**config.mk**
```make
export PLATFORM = sky130hd
export DESIGN_NAME = matriz_leds_param
export DESIGN_NICKNAME = d
export VERILOG_FILES = /design/src/rtl/matriz_leds_param.sv
export SDC_FILE = /design/constraint.sdc
export NUM_CORES = 1
export LEC_CHECK = 0
export BUFFER_PORTS_ARGS = -buffer_cell sky130_fd_sc_hd__buf_2
export CAP_MARGIN = 20
export CORE_AREA = 2 2 214 216
export DETAILED_ROUTE_END_ITERATION = 12
export DIE_AREA = 0 0 216 218
export PLACE_DENSITY_LB_ADDON = 0.15
export SLEW_MARGIN = 25
export SYNTH_ARGS = -nofsm -noshare
export SYNTH_HDL_FRONTEND = slang
export SYNTH_SLANG_ARGS = --single-unit
```
**constraint.sdc**
```tcl
create_clock -name clk -period 2.94 [get_ports clk]
set_clock_uncertainty 0.05 [all_clocks]
set_input_delay 0.294 -clock clk [delete_from_list [all_inputs] [get_ports clk]]
set_output_delay 0.294 -clock clk [all_outputs]
set_load 0.02 [all_outputs]
```
**src/rtl/matriz_leds_param.sv**
```systemverilog
// LED-matrix puzzle engine: button sync/edge detect, XOR region toggling,
// target-row completion flag with input lock, and a prescaled row scanner.
module matriz_leds_param #(
  parameter int ROWS           = 8,
  parameter int COLS           = 8,
  parameter int NBTN           = 8,
  parameter int SCAN_DIV       = 1024,
  parameter int ROW_ACTIVE_LOW = 1
) (
  input  logic                         clk,
  input  logic                         rst_n,
  input  logic                         limpar,
  input  logic [NBTN-1:0]              botoes,
  input  logic [NBTN*ROWS*COLS-1:0]    mascaras,
  input  logic [$clog2(ROWS+1)-1:0]    linhas_alvo,
  output logic                         nivel_concluido,
  output logic [7:0]                   jogadas,
  output logic [COLS-1:0]              colunas,
  output logic [ROWS-1:0]              linhas,
  output logic [$clog2(ROWS)-1:0]      db_linha
);
  localparam int CELLS = ROWS * COLS;
  localparam int AW    = $clog2(ROWS + 1);
  localparam int RW    = $clog2(ROWS);
  localparam int PW    = (SCAN_DIV > 1) ? $clog2(SCAN_DIV) : 1;

  logic [NBTN-1:0]  s1_q, s2_q, s3_q;
  logic [NBTN-1:0]  press, accepted;
  logic [CELLS-1:0] state_q, state_d, toggle;
  logic [7:0]       jog_q, jog_d;
  logic             done_q, done_d;
  logic [ROWS-1:0]  row_ok;
  logic [PW-1:0]    presc_q, presc_d;
  logic [RW-1:0]    row_q, row_d;
  logic             presc_tc;
  logic [ROWS-1:0]  row_onehot;

  assign press    = s2_q & ~s3_q;
  assign accepted = press & {NBTN{~done_q & ~limpar}};

  always_comb begin
    toggle = '0;
    for (int b = 0; b < NBTN; b++) begin
      if (accepted[b]) toggle = toggle ^ mascaras[b*CELLS +: CELLS];
    end
  end

  // A row is "ok" when it lies outside the target band or is all-ones;
  // a target larger than ROWS simply makes every row required.
  for (genvar gi = 0; gi < ROWS; gi++) begin : g_row
    assign row_ok[gi] = (AW'(gi) >= linhas_alvo) || (&state_q[gi*COLS +: COLS]);
  end

  always_comb begin
    state_d = state_q ^ toggle;
    jog_d   = jog_q;
    done_d  = (linhas_alvo != '0) && (&row_ok);
    if ((|accepted) && (jog_q != 8'hFF)) jog_d = jog_q + 8'd1;
    if (limpar) begin
      state_d = '0;
      jog_d   = '0;
      done_d  = 1'b0;
    end
  end

  assign presc_tc = (presc_q == PW'(SCAN_DIV - 1));

  always_comb begin
    presc_d = presc_q + 1'b1;
    row_d   = row_q;
    if (presc_tc) begin
      presc_d = '0;
      row_d   = (row_q == RW'(ROWS - 1)) ? '0 : row_q + 1'b1;
    end
  end

  always_ff @(posedge clk or negedge rst_n) begin
    if (!rst_n) begin
      s1_q    <= '0;
      s2_q    <= '0;
      s3_q    <= '0;
      state_q <= '0;
      jog_q   <= '0;
      done_q  <= 1'b0;
      presc_q <= '0;
      row_q   <= '0;
    end else begin
      s1_q    <= botoes;
      s2_q    <= s1_q;
      s3_q    <= s2_q;
      state_q <= state_d;
      jog_q   <= jog_d;
      done_q  <= done_d;
      presc_q <= presc_d;
      row_q   <= row_d;
    end
  end

  assign row_onehot      = ROWS'(1) << row_q;
  assign linhas          = (ROW_ACTIVE_LOW != 0) ? ~row_onehot : row_onehot;
  assign colunas         = state_q[row_q*COLS +: COLS];
  assign db_linha        = row_q;
  assign jogadas         = jog_q;
  assign nivel_concluido = done_q;

endmodule

```
==> flow_summary.json <==
{
  "status": "finished, final reports clean",
  "final_layout_size_suffix_gt1_frac": 0.368,
  "synth_cell_types": 42,
  "cts_max_path_buffers": 2,
  "synth.area.top_cells": "xnor3_1 (24%), dfrtp_1 (23%), nand2_1 (17%), xnor2_1 (9.5%), xor2_1 (4.9%)",
  "r2r_start": "nivel_concluido$_DFF_PN0_",
  "cts_sinks": 110,
  "placed_cell_area_sq_um": 15600,
  "cts-root-buf": "clkbuf_16",
  "ys_seq_elements": 110,
  "synth_top_area_frac": 0.239,
  "wl_um": 49400,
  "clk_pin_slew_ns": 0.09,
  "cp.required_ns": 3.16,
  "post-synth-top-area-cell": "xnor3_1",
  "drv_slew": 0,
  "fp.dieW_um": 216,
  "layout_worst_path_cycle_share": 0.918,
  "nFillCells": 4750,
  "syn_area_sq_um": 12100,
  "pre_cts_ws_ns": 0.218,
  "post_cts_buffers": 0,
  "cts_resized": 0,
  "htreeDepth": 3,
  "dp_cells": 2443,
  "synth_fp_nets": 1860,
  "antenna_found_initial": 4,
  "track_usage": 0.206,
  "drt-pass1-iter-count": 4,
  "ys_warn_count": 0,
  "die-area_sq_um": 47100,
  "detailed_place_hpwl_um": 40200,
  "setup_viol": 0,
  "p_total_mw": 5.92,
  "fin_area_sq_um": 16100,
  "grt-ovfl-total": 0,
  "postRouteAntennaNets": 0,
  "clk_latency_ns": 0.39,
  "cts_tree": "done",
  "initial_core_util": 0.269,
  "finalSetupTns_ns": 0,
  "ys.flop_type": "dfrtp_1",
  "grt_pass1_wl_um": 71800,
  "holdWs_ns": 0.166,
  "start_kind": "flop",
  "yosysSeqAreaShare": 0.228,
  "crit_path_max_fanout": 27,
  "io_pins": 555,
  "grt_pass1_vias": 12000,
  "syn_inst": 1325,
  "worst_pin_slew_ns": 0.777,
  "vias": 11200,
  "crit_start": "nivel_concluido$_DFF_PN0_",
  "crit_type": "flop to flop",
  "final-hold-violation-count": 0,
  "dieHeight_um": 218,
  "ir_drop_uv": 291,
  "numCtsBuffers": 9,
  "synth-async-reset-ratio": 1.00,
  "routabilityCongestion": 0.896,
  "wire_per_inst_um": 20.0,
  "grt_max_degree": 65,
  "leakagePower_nw": 8.47,
  "hp-class": "input pin to flop",
  "nets": 2398,
  "fmax_mhz": 371,
  "rsz0062_at_grt": "no",
  "syn_to_final_growth_pct": 33.2,
  "syn_area_per_cell_sq_um": 9.10,
  "drc_errors": 0,
  "worst-r2r-cell-count": 6,
  "setup_slack_ns": 0.242,
  "viasPerCell": 4.55,
  "synth-edff-count": 0,
  "worstPathArrival_ns": 2.91,
  "max_cap_viol_count": 0,
  "fp-row-count": 78,
  "stdcell_count": 2472,
  "io_buffers": 554,
  "core_area_sq_um": 44900,
  "fin_util": 0.358,
  "min_period_ns": 2.70,
  "maxSlewHeadroom": 0.479,
  "holdPathStages": 2,
  "power_density_nw_per_um2": 368,
  "hold_path.startpoint": "linhas_alvo[1]",
  "cp-end-kind": "flop",
  "drtIter0Drc": 535
}
## power breakdown
group	leakage, nW	internal [mW]	switching, mW
Combinational	6.92	1.58	0.907
Sequential	1.39	1.74	0.351
Clock	0.152	0.616	0.726
## cell usage in the layout (no fill, tap or decap), types with 3 or more instances in the layout
cell type / instances
mux2_2: 52
mux2_1: 12
or4_1: 4
xnor2_1: 131
dfrtp_1: 110
buf_2: 552
and3_1: 3
o21ai_0: 6
o31ai_1: 8
buf_4: 23
nand2_1: 549
xor2_1: 68
clkbuf_16: 9
xnor3_1: 128
or2_2: 4
nor2_1: 72
nand2b_1: 7
inv_1: 7
a21oi_1: 10
clkinv_8: 3
nor4b_4: 6
dlygate4sd3_1: 9
buf_12: 14
diode_2: 4
mux4_2: 16
ha_1: 8
nand4_1: 16
nand3_1: 15
## routing by layer
metal  part of all wire  track usage  vias up
li1                   -            -     5394
met1               0.42        0.254     5425
met2               0.51        0.369      377
met3              0.057       0.0410       40
met4              0.015       0.0484        4
met5            0.00061            0        -
## cell families (layout without fill, tap and decap cells)
family,after synthesis,count (layout),share of synthesized area
AOI/OAI and AO/OA,32,32,0.0170
xor gates and xnor gates,327,327,0.384
adders and majority gates,8,8,0.00830
buffers and inverters,79,622,0.0371
DFF,110,110,0.228
muxes,80,80,0.0896
other,0,4,0
and+or+nand+nor,689,689,0.236
## final timing paths
path,slack (ns),endpoint
min in group asynchronous,0.43,state_q[35]$_DFF_PN0_
max in group asynchronous,1.68,state_q[25]$_DFF_PN0_
hold reg to reg,0.30,s2_q[7]$_DFF_PN0_
setup / recovery,0.24,state_q[29]$_DFF_PN0_
setup reg to reg,0.24,state_q[29]$_DFF_PN0_
hold / removal,0.17,nivel_concluido$_DFF_PN0_
## worst max-delay path, cell delays in order (launching register included)
cell and delay, ns:
dfrtp_1 0.61, nor4b_4 0.42, buf_4 0.39, nand2_1 0.19, xnor2_1 0.25, xnor3_1 0.36
mux2_2 0.27
## synth_stat cells (all sizes together) (3+ instances only)
| cell type | number |
|---|---|
| xnor3 | 128 |
| o31ai | 8 |
| o21ai | 7 |
| mux4 | 16 |
| or2 | 4 |
| nand2 | 549 |
| nand4 | 16 |
| xnor2 | 131 |
| or4 | 4 |
| inv | 7 |
| nor2 | 72 |
| and3 | 3 |
| nand2b | 7 |
| mux2 | 64 |
| nand3 | 15 |
| clkbuf | 17 |
| dfrtp | 110 |
| a21oi | 10 |
| buf | 55 |
| nor4b | 8 |
| ha | 8 |
| xor2 | 68 |
## what timing repair did
item | in CTS | in global routing
endpoints found under the setup margin | 0 | 0
hold endpoints to repair | 62 | 0
hold buffers | 9 | 0
## state kept, by name, indices dropped and copies added (netlist names)
signal           cells
presc_q             10
s1_q                 8
nivel_concluido      1
db_linha             3
jogadas              8
s2_q                 8
state_q             64
s3_q                 8
## final cells by class
| class | instances | area [sq um] | area share |
|---|---|---|---|
| well taps | 600 | 751 | 0.0467 |
| inverters | 7 | 26.3 | 0.00164 |
| clock buffers | 9 | 225 | 0.0140 |
| diodes | 4 | 10.0 | 0.000623 |
| flip-flops and latches | 110 | 2750 | 0.171 |
| clock inverters | 7 | 88.8 | 0.00553 |
| multi-input cells | 1136 | 8890 | 0.554 |
| repair buffers | 599 | 3320 | 0.207 |
(Power assumes the default switching activity.)
